### config.mk
export PLATFORM = sky130hd
export DESIGN_NAME = dmac_multi
export DESIGN_NICKNAME = d
export VERILOG_FILES = /design/src/rtl/dmac_multi_pkg.sv /design/src/rtl/dmac_addr_ctr.sv /design/src/rtl/dmac_multi.sv
export SDC_FILE = /design/constraint.sdc
export NUM_CORES = 1
export LEC_CHECK = 0
export CORE_MARGIN = 2
export CORE_UTILIZATION = 53
export DETAILED_ROUTE_END_ITERATION = 12
export PLACE_DENSITY = 0.86
export REMOVE_ABC_BUFFERS = 1
export SYNTH_ARGS = -nofsm -noshare
export SYNTH_HDL_FRONTEND = slang
export SYNTH_SLANG_ARGS = --single-unit
### constraint.sdc
create_clock -name clk -period 5.8 [get_ports clk]
set_input_delay 1.16 -clock clk [delete_from_list [all_inputs] [get_ports clk]]
set_output_delay 1.16 -clock clk [all_outputs]
set_load 0.05 [all_outputs]
### src/rtl/dmac_multi_pkg.sv
// Shared encodings for the dmac_multi DMA engine: pacing modes, FSM states,
// bus direction and active-low enable levels.
package dmac_multi_pkg;

  typedef enum logic [1:0] {
    DMA_SINGLE = 2'b00,
    DMA_BURST  = 2'b01,
    DMA_DEMAND = 2'b10,
    DMA_RSVD   = 2'b11
  } dmode_e;

  typedef enum logic [2:0] {
    S_IDLE  = 3'd0,
    S_REQ   = 3'd1,
    S_READ  = 3'd2,
    S_WRITE = 3'd3,
    S_PAUSE = 3'd4,
    S_DONE  = 3'd5
  } state_e;

  localparam logic RW_READ  = 1'b1;
  localparam logic RW_WRITE = 1'b0;
  localparam logic ENABLE_  = 1'b0;
  localparam logic DISABLE_ = 1'b1;

  function automatic logic mode_accepted(input logic [1:0] mode);
    return (mode != DMA_RSVD);
  endfunction

endpackage

### src/rtl/dmac_addr_ctr.sv
// Loadable AW-bit address incrementer with hold; wraps modulo 2^AW.
// nxt_o exposes the post-increment value so the engine can issue it directly.
module dmac_addr_ctr #(
  parameter int AW = 16
) (
  input  logic          clk,
  input  logic          reset,
  input  logic          load_i,
  input  logic [AW-1:0] load_val_i,
  input  logic          hold_i,
  input  logic          inc_i,
  output logic [AW-1:0] q_o,
  output logic [AW-1:0] nxt_o
);

  localparam logic [AW-1:0] ONE = {{(AW-1){1'b0}}, 1'b1};

  logic [AW-1:0] q_q;
  logic [AW-1:0] q_d;

  // Next-address selection: load wins over increment
  always_comb begin
    nxt_o = hold_i ? q_q : (q_q + ONE);
    if (load_i) begin
      q_d = load_val_i;
    end else if (inc_i) begin
      q_d = nxt_o;
    end else begin
      q_d = q_q;
    end
  end

  // Address register
  always_ff @(posedge clk) begin
    if (reset) begin
      q_q <= '0;
    end else begin
      q_q <= q_d;
    end
  end

  assign q_o = q_q;

endmodule

### src/rtl/dmac_multi.sv
// Single-channel DMA bus master with SINGLE/BURST/DEMAND pacing and pre-emption.
// Optional DMAC_FIXED_ADDR_EN adds sfix/dfix ports to hold src/dst addresses.
module dmac_multi
  import dmac_multi_pkg::*;
#(
  parameter int AW = 16,
  parameter int DW = 32,
  parameter int CW = 8
) (
  input  logic          clk,
  input  logic          reset,
  output logic [AW-1:0] addr,
  output logic [DW-1:0] odata,
  input  logic [DW-1:0] idata,
  output logic          rw_,
  output logic          breq_,
  input  logic          bgrt_,
  input  logic [AW-1:0] dsaddr,
  input  logic [AW-1:0] ddaddr,
  input  logic [CW-1:0] dcount,
  input  logic [1:0]    dmode,
  input  logic          dreq_,
`ifdef DMAC_FIXED_ADDR_EN
  input  logic          sfix,
  input  logic          dfix,
`endif
  output logic          busy,
  output logic          eop_
);

  localparam logic [CW-1:0] CNT_ONE = {{(CW-1){1'b0}}, 1'b1};

  state_e        state_q;
  dmode_e        mode_q;
  logic [CW-1:0] cnt_q;
  logic [AW-1:0] addr_q;
  logic [DW-1:0] odata_q;
  logic          rw_q;
  logic          breq_q;
  logic          eop_q;
  logic          busy_q;
  logic          sfix_q;
  logic          dfix_q;

  logic          start_s;
  logic          sfix_s;
  logic          dfix_s;
  logic [AW-1:0] src_s;
  logic [AW-1:0] dst_s;
  logic [AW-1:0] src_nxt_s;
  logic [AW-1:0] dst_nxt_s;

`ifdef DMAC_FIXED_ADDR_EN
  assign sfix_s = sfix;
  assign dfix_s = dfix;
`else
  assign sfix_s = 1'b0;
  assign dfix_s = 1'b0;
`endif

  assign start_s = (state_q == S_IDLE) && (dreq_ == ENABLE_) && mode_accepted(dmode);

  dmac_addr_ctr #(.AW(AW)) u_src_ctr (
    .clk        (clk),
    .reset      (reset),
    .load_i     (start_s),
    .load_val_i (dsaddr),
    .hold_i     (sfix_q),
    .inc_i      (state_q == S_WRITE),
    .q_o        (src_s),
    .nxt_o      (src_nxt_s)
  );

  dmac_addr_ctr #(.AW(AW)) u_dst_ctr (
    .clk        (clk),
    .reset      (reset),
    .load_i     (start_s),
    .load_val_i (ddaddr),
    .hold_i     (dfix_q),
    .inc_i      (state_q == S_WRITE),
    .q_o        (dst_s),
    .nxt_o      (dst_nxt_s)
  );

  // Transfer FSM with registered bus outputs
  always_ff @(posedge clk) begin
    if (reset) begin
      state_q <= S_IDLE;
      mode_q  <= DMA_SINGLE;
      cnt_q   <= '0;
      addr_q  <= '0;
      odata_q <= '0;
      rw_q    <= RW_READ;
      breq_q  <= DISABLE_;
      eop_q   <= DISABLE_;
      busy_q  <= 1'b0;
      sfix_q  <= 1'b0;
      dfix_q  <= 1'b0;
    end else begin
      case (state_q)
        S_IDLE: begin
          if (start_s) begin
            cnt_q  <= dcount;
            mode_q <= dmode_e'(dmode);
            sfix_q <= sfix_s;
            dfix_q <= dfix_s;
            busy_q <= 1'b1;
            if (dcount == '0) begin
              eop_q   <= ENABLE_;
              state_q <= S_DONE;
            end else begin
              breq_q  <= ENABLE_;
              state_q <= S_REQ;
            end
          end
        end
        S_REQ: begin
          if (bgrt_ == ENABLE_) begin
            addr_q  <= src_s;
            rw_q    <= RW_READ;
            state_q <= S_READ;
          end
        end
        S_READ: begin
          odata_q <= idata;
          addr_q  <= dst_s;
          rw_q    <= RW_WRITE;
          state_q <= S_WRITE;
        end
        S_WRITE: begin
          rw_q  <= RW_READ;
          cnt_q <= (cnt_q == '0) ? cnt_q : (cnt_q - CNT_ONE);
          if (cnt_q <= CNT_ONE) begin
            breq_q  <= DISABLE_;
            eop_q   <= ENABLE_;
            state_q <= S_DONE;
          end else if (bgrt_ == DISABLE_) begin
            // Pre-empted: keep requesting so the word stream resumes on re-grant
            state_q <= S_REQ;
          end else if ((mode_q == DMA_SINGLE) ||
                       ((mode_q == DMA_DEMAND) && (dreq_ == DISABLE_))) begin
            breq_q  <= DISABLE_;
            state_q <= S_PAUSE;
          end else begin
            addr_q  <= src_nxt_s;
            state_q <= S_READ;
          end
        end
        S_PAUSE: begin
          if (dreq_ == ENABLE_) begin
            breq_q  <= ENABLE_;
            state_q <= S_REQ;
          end
        end
        S_DONE: begin
          eop_q   <= DISABLE_;
          breq_q  <= DISABLE_;
          rw_q    <= RW_READ;
          busy_q  <= 1'b0;
          state_q <= S_IDLE;
        end
        default: begin
          breq_q  <= DISABLE_;
          eop_q   <= DISABLE_;
          rw_q    <= RW_READ;
          busy_q  <= 1'b0;
          state_q <= S_IDLE;
        end
      endcase
    end
  end

  assign addr  = addr_q;
  assign odata = odata_q;
  assign rw_   = rw_q;
  assign breq_ = breq_q;
  assign eop_  = eop_q;
  assign busy  = busy_q;

endmodule

==> impl_metrics.ini, run 1 <==
[run_status]
status = finished, final reports clean

[timing]
period_share = 0.5469
tns_ps = 0
rsz0062_at_grt = false
finalSetupViolations = 0
worst_pin_slew_ps = 1281
drv_slew = 0
finClkSkew_ps = 13.35
fmax_mhz = 315.3
slew_headroom = 0.1449
hold_viol = 0
final.setup.worst_slack_ps = 2628
post-route-min-period_ps = 3172

[routing]
wirelength_um = 14240
drt-initial-drc-count = 558
wire_per_inst_um = 16.71
dr.pass1.iters = 5
drcViolationCount = 0
postRouteAntennaNets = 0
vias_per_cell = 6.148
num_vias = 5238

[die]
die_w_um = 100.8
coreArea_um2 = 9153
rows = 35
io_pins = 130
start_util = 0.5427
dieArea_um2 = 10160
die_h_um = 100.8

[power_and_ir_drop]
power_density_nw_per_um2 = 320.0
internal_power_mw = 1.197
pwr-share-comb = 0.369
switching_share = 0.4138
leakagePower_nw = 2.116
p_sw_mw = 0.8448
ir_worst_vdd_mv = 0.1864
p_clk_frac = 0.214
seqPwrFrac = 0.416

[synthesis]
syn_inst = 640
synth_edf_count = 0
synthArstFlopShare = 0
synthXorXnorAreaFrac = 0.01587
synth_area_um2 = 4967
synth-compound-area-share = 0.2703
synth-simple-area-share = 0.2471
synth_adder_area_share = 0.01008
synth.top_cells.by_area = dfxtp_1 39%, a21oi_1 9.4%, nand2_1 9.3%
synth_top_family_by_area = compound AO/OA/AOI/OAI gates
ys.flop_type = dfxtp_1
synthMuxAreaShare = 0.008060
synth_area_leader_cell = dfxtp_1
yosysWarnings = 0
yosysUniqueCellTypes = 66
synth_seq_area_share = 0.3909
synth_area_per_cell_um2 = 7.761
yosysTopAreaCellShare = 0.3909
synth_seq_cells = 97

[min_path]
hp-class = flop to flop

[clocking]
clock-sinks = 97
clk_pin_slew_ps = 110
cts_resized = 0
hold_buffers = 0
cts_tree = done
h-tree-depth = 3
cts_root_buf = clkbuf_8
clock_latency_ps = 370
clk_path_buf_depth = 2
cts_buffers = 9
cts_setup_buffers = 0

[flow_run]
drv_cap = 0

[setup_path]
crit_arrival_ps = 3460
crit_start = state_q[0]
r2r-start = state_q[0]
cp-start-kind = flop
reg2regPathDepth = 4
endpoint_kind = flop
crit_end = addr[12]
r2r_slack_ps = 2630
crit_type = flop to flop
cp_max_fo = 33
required_ps = 6090
regToRegEndpoint = addr[12]

[global_routing]
antenna_found_initial = 0
grt_pass1_vias = 4832
overflow = 0
grt_max_degree = 53
track_usage = 0.2763
grt_pass1_wl_um = 22630

[place]
port_buffers = 129
pre_cts_slack_ps = 2284
dp_hpwl_um = 9937
placed_area_um2 = 6186
gp_congestion = 0.8825

[finish]
area_growth_pct = 28.44
stdcell_area_um2 = 6380
fin_nets = 818
fill_cells = 756
diodes = 0
drive_above_1_share = 0.05668
[worst max-delay path, stage by stage, from the launching register on]
cell	delay (ps)
dfxtp_1	1060
inv_1	530
nand2_1	940
o211ai_1	240
a311oi_2	300
[power by group through the flow]
stage	combinational, mW	sequential (mW)	clock, mW
finish	0.754	0.850	0.437
CTS	0.753	0.847	0.443
detailed placement	0.751	0.863	0
floorplan	0.315	1.01	0
global route	0.812	0.862	0.469
global placement	0.731	0.856	0
[through the flow]
stage	hold WS, ps	std cells	utilization	power [mW]
2_1_floorplan	425.7	592	-	1.329
3_3_place_gp	441.6	836	0.6759	1.587
3_5_place_dp	446.1	836	0.6759	1.614
4_1_cts	459.9	852	0.6971	2.043
5_1_grt	479.9	852	0.6971	2.142
6_report	458.6	852	0.6971	2.042
[area by class of cell]
| type | instances | area (um^2) | area share |
|---|---|---|---|
| flip-flops and latches | 97 | 1942 | 0.3044 |
| repair buffers | 133 | 1316 | 0.2063 |
| clock buffers | 9 | 123.9 | 0.01942 |
| multi-input cells | 484 | 2748 | 0.4307 |
| inverters | 11 | 41.29 | 0.006472 |
| well taps | 111 | 138.9 | 0.02177 |
| clock inverters | 7 | 70.07 | 0.01098 |
[layout by cell type (no fill, tap or decap), types with 5 or more instances in the layout]
master	Yosys	layout
clkdlybuf4s50_1	0	128
nand2_1	123	123
dfxtp_1	97	97
a21oi_1	93	93
nor2_1	49	48
o21ai_0	30	30
nor3_1	21	21
nand3_1	14	14
inv_1	11	11
a31oi_1	11	11
a311oi_1	11	11
clkbuf_8	0	9
nor4_1	8	8
a22oi_1	8	8
nand4_1	7	7
a21o_1	7	7
and3_1	6	6
xnor2_1	5	5
[Yosys cell counts, types with 4 or more instances]
cell      count
nor3_1       21
buf_4         5
nor2_1       49
buf_6         4
nand3b_1      4
xnor2_1       5
dfxtp_1      97
inv_1        11
or3_1         4
mux2i_1       4
nor4_1        8
and3_1        6
o221ai_1      4
buf_2        13
a31oi_1      11
a21oi_1      93
nor2b_1       4
clkbuf_1     24
nand2_1     123
a21o_1        7
o211ai_1      4
a22oi_1       8
nand4_1       7
ha_1          4
a311oi_1     11
nand3_1      14
xor2_1        4
o21ai_0      30
[routing by layer]
metal  vias up  wire [um]  track usage
li1       2497          -            -
met1      2439       5963       0.3560
met5         -          0            0
met4         0        352       0.1328
met2       265       6964       0.4579
met3        37        958      0.03537
[flip-flops by register name, indices dropped and copies added, names as in the netlist]
signal and cells:
odata 32, addr 16, u_dst_ctr.q_o 16, u_src_ctr.q_o 16, cnt_q 8, state_q 3
mode_q 2, breq_ 1, busy 1, eop_ 1, rw_ 1
[how the worst min path moves through the flow]
stage / cells past startpoint / end / slack (ps) / startpoint
2_1_floorplan: 2 / mode_q[1] / 430 / mode_q[1]
3_3_place_gp: 2 / odata[29] / 440 / odata[29]
3_5_place_dp: 2 / odata[28] / 450 / odata[28]
4_1_cts: 2 / odata[28] / 460 / odata[28]
5_1_grt: 2 / addr[3] / 480 / addr[3]
6_report: 2 / odata[28] / 460 / odata[28]
[cells by family (layout without fill, tap and decap cells)]
kind of cell / count (synthesis) / after routing
and+or+nand+nor: 262 / 262
adders and majority gates: 4 / 4
buffers and inverters: 59 / 160
AOI/OAI and AO/OA: 205 / 205
DFF: 97 / 97
xor gates and xnor gates: 9 / 9
muxes: 4 / 4
Power figures use the tool's default switching activity.
==> inputs of run 2 (changes only) <==
CORE_UTILIZATION = 49   (was 53)
PLACE_DENSITY = 0.8   (was 0.86)
clock period = 3.3 ns   (was 5.8 ns; I/O delays follow)
==> run 2 against run 1 <==
Via count unchanged. First-iteration DRC count shrank 18%. Critical path type unchanged. Cell area increased by 1.5%.
==> impl_metrics.ini, run 2 (synthesized netlist as in run 1, its figures left out) <==
[timing]
period_share = 0.8001
post-route-min-period_ps = 2640
slew_headroom = 0.2306
finClkSkew_ps = 8.963
hold_viol = 0
whs_ps = 457.6
finalSetupViolations = 0
drv_slew = 0
worst_pin_slew_ps = 1150
fmax_mhz = 378.7
tns_ps = 0
final.setup.worst_slack_ps = 659.5
rsz0062_at_grt = false

[finish]
area_growth_pct = 30.33
layout_commonest_cell = clkdlybuf4s50_1
drive_above_1_share = 0.06924
fill_cells = 894
mostFrequentLayoutCells = 128 x clkdlybuf4s50_1, 123 x nand2_1, 97 x dfxtp_1
stdcell_area_um2 = 6474
diodes = 0
final_cell_count_no_fill = 884
fin_nets = 828
largest_reg_flops = 32
finalCoreUtilization = 0.6593

[clocking]
cts_setup_buffers = 0
clock_latency_ps = 370
cts_buffers = 9
hold_buffers = 0
clk_pin_slew_ps = 100
cts_root_buf = clkbuf_8
cts_tree = done
clk_path_buf_depth = 2
cts_resized = 0
clock-sinks = 97
h-tree-depth = 3

[power_and_ir_drop]
switching_share = 0.4098
ir_worst_vdd_mv = 0.3315
power_density_nw_per_um2 = 557.3
total_power_mw = 3.608
p_clk_frac = 0.209
seqPwrFrac = 0.410
p_sw_mw = 1.478
pwr-share-comb = 0.381
internal_power_mw = 2.129
leakagePower_nw = 2.161

[place]
dp_hpwl_um = 10260
placed_area_um2 = 6289
gp_congestion = 0.8721
pre_cts_slack_ps = 340.7
place_inst = 868
port_buffers = 129

[routing]
drcViolationCount = 0
vias_per_cell = 5.925
wirelength_um = 14730
dr.pass1.iters = 5
postRouteAntennaNets = 0
num_vias = 5238
drt-initial-drc-count = 456
wire_per_inst_um = 16.67

[global_routing]
grt_pass1_wl_um = 24240
antenna_found_initial = 0
grt_max_degree = 35
overflow = 0
track_usage = 0.2682
grt_pass1_vias = 4898

[die]
rows = 36
die_w_um = 104.7
dieArea_um2 = 10960
start_util = 0.5059
coreArea_um2 = 9819
io_pins = 130
die_h_um = 104.7

[setup_path]
crit_type = flop to flop
crit_arrival_ps = 2940
endpoint_kind = flop
cp_max_fo = 26
required_ps = 3600
cp-start-kind = flop
reg2regPathDepth = 6

[min_path]
whs_path_depth = 2
hp-class = flop to flop

[flow_run]
drv_cap = 0

[run_status]
status = finished, final reports clean
[run 2: power groups by stage]
stage	Combinational, mW	Clock (mW)	Sequential (mW)
after floorplan	0.553	0	1.78
after global placement	1.33	0	1.49
after detailed placement	1.36	0	1.50
after CTS	1.37	0.758	1.48
after global routing	1.47	0.817	1.50
final	1.37	0.753	1.48
[run 2: layout make-up]
cell class | instances | area, um^2 | area share
Clock buffer | 10 | 137.6 | 0.02126
Clock inverter | 6 | 47.55 | 0.007344
Inverter | 11 | 41.29 | 0.006378
Multi-Input combinational cell | 484 | 2748 | 0.4244
Sequential cell | 97 | 1942 | 0.3000
Tap cell | 133 | 166.4 | 0.02571
Timing Repair Buffer | 143 | 1391 | 0.2149
[run 2: final timing paths]
path,startpoint,to,slack [ps]
worst max-delay path,cnt_q[0],addr[4],660
worst min-delay path,odata[30],odata[30],460
worst max register to register,cnt_q[0],addr[4],660
worst min register to register,odata[30],odata[30],460
[run 2: worst max-delay path, stage by stage (launching register included)]
cell and delay [ps]:
dfxtp_1 440, inv_1 70, ha_1 270, o211a_1 300, a211oi_4 980, o221ai_1 290, a21oi_1 210
[run 2: metal layers]
layer	routed length (um)	vias to the layer above	GRT usage	share of wire
met5	0	-	0	0
met4	373	0	0.1048	0.025
met3	1156	36	0.04304	0.078
met2	6983	235	0.4426	0.47
met1	6219	2454	0.3517	0.42
li1	-	2513	-	-
